**config.mk**
```make
export PLATFORM = sky130hd
export DESIGN_NAME = dmi_arbiter
export DESIGN_NICKNAME = d
export VERILOG_FILES = /design/src/rtl/dmi_arbiter.sv
export SDC_FILE = /design/constraint.sdc
export NUM_CORES = 1
export LEC_CHECK = 0
export CORE_MARGIN = 3
export CORE_UTILIZATION = 44
export DETAILED_ROUTE_END_ITERATION = 10
export GPL_TIMING_DRIVEN = 0
export PLACE_DENSITY = 0.79
export SYNTH_ARGS = -nofsm -noshare
export SYNTH_HDL_FRONTEND = slang
export SYNTH_SLANG_ARGS = --single-unit
```
**constraint.sdc**
```tcl
create_clock -name clk -period 2.9 [get_ports clk]
set_input_delay 0.435 -clock clk [delete_from_list [all_inputs] [get_ports clk]]
set_output_delay 0.435 -clock clk [all_outputs]
set_load 0.03 [all_outputs]
```
**src/rtl/dmi_arbiter.sv**
```systemverilog
// Round-robin arbiter sharing the DMI master port between the JTAG DTM (port 0)
// and the register-dump/replay engine (port 1). It handles one command at a time.
//
// state | meaning
// IDLE  | waiting for a request; ready is asserted to the selected port
// ISSUE | one-cycle dmi_rd/dmi_wr strobe from the latched command
// WAIT  | holding addr/wdata until dmi_ack or the timeout
// RESP  | one-cycle response pulse to the granted port
module dmi_arbiter #(
    parameter int ADDR_W  = 7,
    parameter int DATA_W  = 32,
    parameter int TIMEOUT = 255
) (
    input  logic              clk,
    input  logic              rst_n,
    input  logic              req0_valid,
    output logic              req0_ready,
    input  logic              req0_wr,
    input  logic [ADDR_W-1:0] req0_addr,
    input  logic [DATA_W-1:0] req0_wdata,
    output logic              rsp0_valid,
    output logic [DATA_W-1:0] rsp0_rdata,
    output logic              rsp0_err,
    input  logic              req1_valid,
    output logic              req1_ready,
    input  logic              req1_wr,
    input  logic [ADDR_W-1:0] req1_addr,
    input  logic [DATA_W-1:0] req1_wdata,
    output logic              rsp1_valid,
    output logic [DATA_W-1:0] rsp1_rdata,
    output logic              rsp1_err,
    output logic              dmi_rd,
    output logic              dmi_wr,
    output logic [ADDR_W-1:0] dmi_addr,
    output logic [DATA_W-1:0] dmi_wdata,
    input  logic [DATA_W-1:0] dmi_rdata,
    input  logic              dmi_ack
);

    localparam int TW = $clog2(TIMEOUT + 1);
    localparam logic [TW-1:0] T_LAST = TW'(TIMEOUT - 1);
    localparam logic [TW-1:0] T_MAX  = TW'(TIMEOUT);

    typedef enum logic [1:0] {IDLE, ISSUE, WAIT, RESP} state_t;

    state_t            state;
    logic              last_grant;
    logic              grant;
    logic              lat_wr;
    logic [TW-1:0]     timer;

    logic              sel;
    logic              acc_wr;
    logic [ADDR_W-1:0] acc_addr;
    logic [DATA_W-1:0] acc_wdata;

    // On a tie the port that did not win last time is selected.
    assign sel        = (req0_valid && req1_valid) ? ~last_grant : req1_valid;
    assign req0_ready = (state == IDLE) && req0_valid && !sel;
    assign req1_ready = (state == IDLE) && req1_valid && sel;

    assign acc_wr    = sel ? req1_wr    : req0_wr;
    assign acc_addr  = sel ? req1_addr  : req0_addr;
    assign acc_wdata = sel ? req1_wdata : req0_wdata;

    always_ff @(posedge clk or negedge rst_n) begin
        if (!rst_n) begin
            state      <= IDLE;
            last_grant <= 1'b1;
            grant      <= 1'b0;
            lat_wr     <= 1'b0;
            timer      <= '0;
            dmi_rd     <= 1'b0;
            dmi_wr     <= 1'b0;
            dmi_addr   <= '0;
            dmi_wdata  <= '0;
            rsp0_valid <= 1'b0;
            rsp0_rdata <= '0;
            rsp0_err   <= 1'b0;
            rsp1_valid <= 1'b0;
            rsp1_rdata <= '0;
            rsp1_err   <= 1'b0;
        end else begin
            case (state)
                IDLE: begin
                    if (req0_ready || req1_ready) begin
                        grant     <= sel;
                        lat_wr    <= acc_wr;
                        dmi_wr    <= acc_wr;
                        dmi_rd    <= !acc_wr;
                        dmi_addr  <= acc_addr;
                        dmi_wdata <= acc_wr ? acc_wdata : '0;
                        state     <= ISSUE;
                    end
                end
                ISSUE: begin
                    dmi_rd <= 1'b0;
                    dmi_wr <= 1'b0;
                    timer  <= '0;
                    state  <= WAIT;
                end
                WAIT: begin
                    // An ack on the last timeout cycle still completes normally.
                    if (dmi_ack || timer == T_LAST) begin
                        if (grant) begin
                            rsp1_valid <= 1'b1;
                            rsp1_rdata <= (dmi_ack && !lat_wr) ? dmi_rdata : '0;
                            rsp1_err   <= !dmi_ack;
                        end else begin
                            rsp0_valid <= 1'b1;
                            rsp0_rdata <= (dmi_ack && !lat_wr) ? dmi_rdata : '0;
                            rsp0_err   <= !dmi_ack;
                        end
                        dmi_addr  <= '0;
                        dmi_wdata <= '0;
                        state     <= RESP;
                    end else if (timer != T_MAX) begin
                        timer <= timer + 1'b1;
                    end
                end
                RESP: begin
                    rsp0_valid <= 1'b0;
                    rsp0_rdata <= '0;
                    rsp0_err   <= 1'b0;
                    rsp1_valid <= 1'b0;
                    rsp1_rdata <= '0;
                    rsp1_err   <= 1'b0;
                    last_grant <= grant;
                    state      <= IDLE;
                end
                default: state <= IDLE;
            endcase
        end
    end

endmodule

```
==> summary.log <==
INFO  run_status     status=completed
INFO  timing         fmaxAchievable=363MHz
INFO  clocking       clkSlewWorstSetupHoldPaths=0.05ns
INFO  grt            grt_overflow_total=0
INFO  floorplanning  fp-row-count=41
INFO  floorplanning  core=12,800squm
INFO  drt            firstDrtPassIters=5
INFO  logic_synthesis netlist.top_cell.by_area=sky130_fd_sc_hd__dfrtp_1
INFO  critical_path  worst_r2r_startpoint=state[0]
INFO  critical_path  timing.critical_path.to_type=output pin
INFO  clocking       skew_pair_late_insertion_delay=0.41ns
INFO  finish         final-instance-count-excl-fill=1,014
INFO  clocking       postCtsSetupRepairBufs=0
INFO  logic_synthesis post_synth_inst_count=582
INFO  placement      gpl.final_weighted_congestion=0.891
INFO  timing         finClkSkew=0.00658ns
INFO  logic_synthesis synth_cell_types=43
INFO  floorplanning  die_w=122microns
INFO  timing         report.final.hold_viol_count=0
INFO  floorplanning  die_h=122microns
INFO  finish         final_cell_mix=sky130_fd_sc_hd__clkdlybuf4s50_1, sky130_fd_sc_hd__nand2_1, sky130_fd_sc_hd__dfrtp_1
INFO  min_path       timing.hold.worst.class=primary input to async pin
INFO  logic_synthesis synth_nets=706
INFO  finish         antenna-diode-count=0
INFO  placement      cell_count_after_placement=982
INFO  clocking       cts_tree=done
INFO  floorplanning  io_pins=228
INFO  floorplanning  fp.dieArea=14,800squm
INFO  logic_synthesis synth_ff_type=sky130_fd_sc_hd__dfrtp_1
INFO  drt            post_dr_vias_cell=5.18
INFO  power_and_ir_drop post-layout-total-power=9.11mW
INFO  finish         synthToLayoutAreaGrowth=53.2%
INFO  power_and_ir_drop ir_drop=0.523mV
INFO  drt            dr.first_iter.drc_count=269
INFO  clocking       numCtsBuffers=17
INFO  timing         tightestPinTransition=0.919ns
INFO  placement      dpl_cell_area=8400squm
INFO  critical_path  reg2reg_setup_slack=0.33ns
INFO  logic_synthesis synth_area_leaders=sky130_fd_sc_hd__dfrtp_1, sky130_fd_sc_hd__nand2_1, sky130_fd_sc_hd__mux2i_1
INFO  placement      detailedPlacementHpwl=13.3mm
INFO  drt            remaining_drc_errors=0
INFO  power_and_ir_drop power.density=1010nW/um^2
INFO  timing         final-max-slew-violation-count=0
INFO  critical_path  critPathLaunchType=primary input
INFO  clocking       cts.htree.levels=4
INFO  floorplanning  initial_core_util=45.9%
INFO  job            max_cap_violations=0
INFO  timing         fin_crit=2.75ns
INFO  critical_path  worst_setup_path_class=primary input to output pin
INFO  critical_path  worst-endpoint-arrival=2.32ns
INFO  logic_synthesis asyncSetResetFlopFracSynth=100%
INFO  logic_synthesis synth_seq_cells=122
INFO  logic_synthesis fraction_of_synthesized_cell_area_taken_by_the_top_area_cell_type=51.5%
INFO  drt            num_vias=5,255
INFO  clocking       clk_path_buf_depth=2
INFO  placement      preCtsSetupSlack=-0.419ns
INFO  drt            route.final.wire_length=17.8mm
INFO  drt            routedWlPerCell=17.6microns
INFO  timing         final-setup-viol-count=0
INFO  finish         drive_gt1_share=10.7%
INFO  grt            grt_max_degree=85
INFO  timing         relSlewSlack=37.8%
INFO  logic_synthesis synth_area_per_cell=10.1squm
INFO  finish         most_common_cell_after_layout_fill_and_taps_aside=sky130_fd_sc_hd__clkdlybuf4s50_1
INFO  critical_path  rr_worst_depth=8
INFO  grt            via_count_of_the_first_global_routing_pass=5,705
INFO  placement      portBuffers=227
INFO  logic_synthesis yosysWarnings=0
INFO  clocking       numClockSinks=122
INFO  finish         design_area=9010squm
INFO  logic_synthesis synth_enable_flop_cells=0
INFO  timing         rsz0062_at_grt=no
INFO  power_and_ir_drop cellLeakagePower=3.87nW
INFO  timing         period_share=94.9%
INFO  timing         post_route_setup_tns=0ns
INFO  grt            grt_usage=24.6%
INFO  critical_path  r2r-end=dmi_wdata[27]
INFO  timing         final.setup.worst_slack=0.148ns
INFO  logic_synthesis ys_seq_area_share=51.9%
INFO  critical_path  critical_path_peak_fanout=10
INFO  grt            grt_first_pass_wirelength=28.6mm
INFO  grt            antenna_found_initial=0
INFO  critical_path  cp.required=2.47ns
INFO  clocking       root_buffer=sky130_fd_sc_hd__clkbuf_16
INFO  drt            ant_nets=0
INFO  finish         nets=953
INFO  logic_synthesis mappedNetlistArea=5880squm
[cell usage after synthesis (7+ instances only)]
cell / instances
sky130_fd_sc_hd__inv_1: 7
sky130_fd_sc_hd__clkbuf_1: 27
sky130_fd_sc_hd__dfrtp_1: 121
sky130_fd_sc_hd__mux2_2: 31
sky130_fd_sc_hd__a21oi_1: 44
sky130_fd_sc_hd__nand3_1: 8
sky130_fd_sc_hd__nor2_1: 7
sky130_fd_sc_hd__mux2_4: 10
sky130_fd_sc_hd__ha_1: 7
sky130_fd_sc_hd__nor2b_1: 7
sky130_fd_sc_hd__mux2i_1: 67
sky130_fd_sc_hd__buf_2: 8
sky130_fd_sc_hd__o21ai_0: 10
sky130_fd_sc_hd__nand2_1: 183
[metrics by stage]
step	hold WS (ns)	utilization (%)
6_report	0.491	70.3
5_1_grt	0.517	70.3
4_1_cts	0.497	70.3
3_5_place_dp	0.365	65.5
3_3_place_gp	0.487	65.3
2_1_floorplan	0.139	-
[metal layers]
layer	vias up	wire length, microns	GRT usage (%)
li1	2460	-	-
met2	196	8920	41.8
met4	0	417	9.17
met1	2564	7030	28.8
met3	35	1440	8.73
met5	-	0	0
[cell families after synthesis]
| family | after synthesis | share of synthesized area [%] |
|---|---|---|
| AND/OR/NAND/NOR | 225 | 15.9 |
| flip-flops | 122 | 51.9 |
| multiplexers | 108 | 19.9 |
| AO/OA/AOI/OAI | 74 | 7.38 |
| buffers and inverters | 45 | 3.30 |
| adder cells (fa/ha/maj) | 7 | 1.49 |
| XOR/XNOR | 1 | 0.149 |
[layout make-up]
class                           count  area, sq um
Fill cell                         966         3810
Sequential cell                   122         3050
Multi-Input combinational cell    415         2640
Timing Repair Buffer              229         2310
Clock buffer                       20          457
Tap cell                          172          215
Buffer                             37          165
Clock inverter                     12          148
Inverter                            7         26.3
[worst max-delay path, stage by stage]
cell                              delay (ns)
sky130_fd_sc_hd__clkdlybuf4s50_1        0.50
sky130_fd_sc_hd__a21boi_2               0.35
sky130_fd_sc_hd__clkbuf_2               0.32
sky130_fd_sc_hd__nor2_1                 0.08
sky130_fd_sc_hd__clkdlybuf4s50_1        0.62
[worst max path at each step]
| stage | to | slack (ns) | cells past startpoint | startpoint |
|---|---|---|---|---|
| after floorplan | dmi_wdata[21] | 0.91 | 8 | timer[0] |
| after global placement | dmi_wdata[1] | -3.25 | 1 | rst_n |
| after detailed placement | req1_ready | -0.42 | 5 | req1_valid |
| after CTS | req0_ready | 0.09 | 6 | state[0] |
| after global routing | req0_ready | 0.07 | 5 | state[1] |
| final | req0_ready | 0.15 | 5 | req1_valid |
[repair_timing]
action / CTS / global route
endpoints found under the setup margin: 2 / 1
resized for setup: 3 / 0
hold buffers: 1 / 0
endpoints found under the hold margin: 38 / 0
cloned: 0 / 0
[flip-flops by register name, summed over array words and instances, names as in the netlist, 2 cells and up]
signal	count
rsp1_rdata	32
dmi_wdata	32
dmi_addr	7
state	2
timer	8
rsp0_rdata	32
[power breakdown]
group / internal, mW / total (mW) / switching [mW]
Clock: 1.39 / 2.15 / 0.762
Combinational: 1.86 / 4.34 / 2.48
Sequential: 2.24 / 2.61 / 0.369
Note: power is estimated with default switching activity, not from simulation.
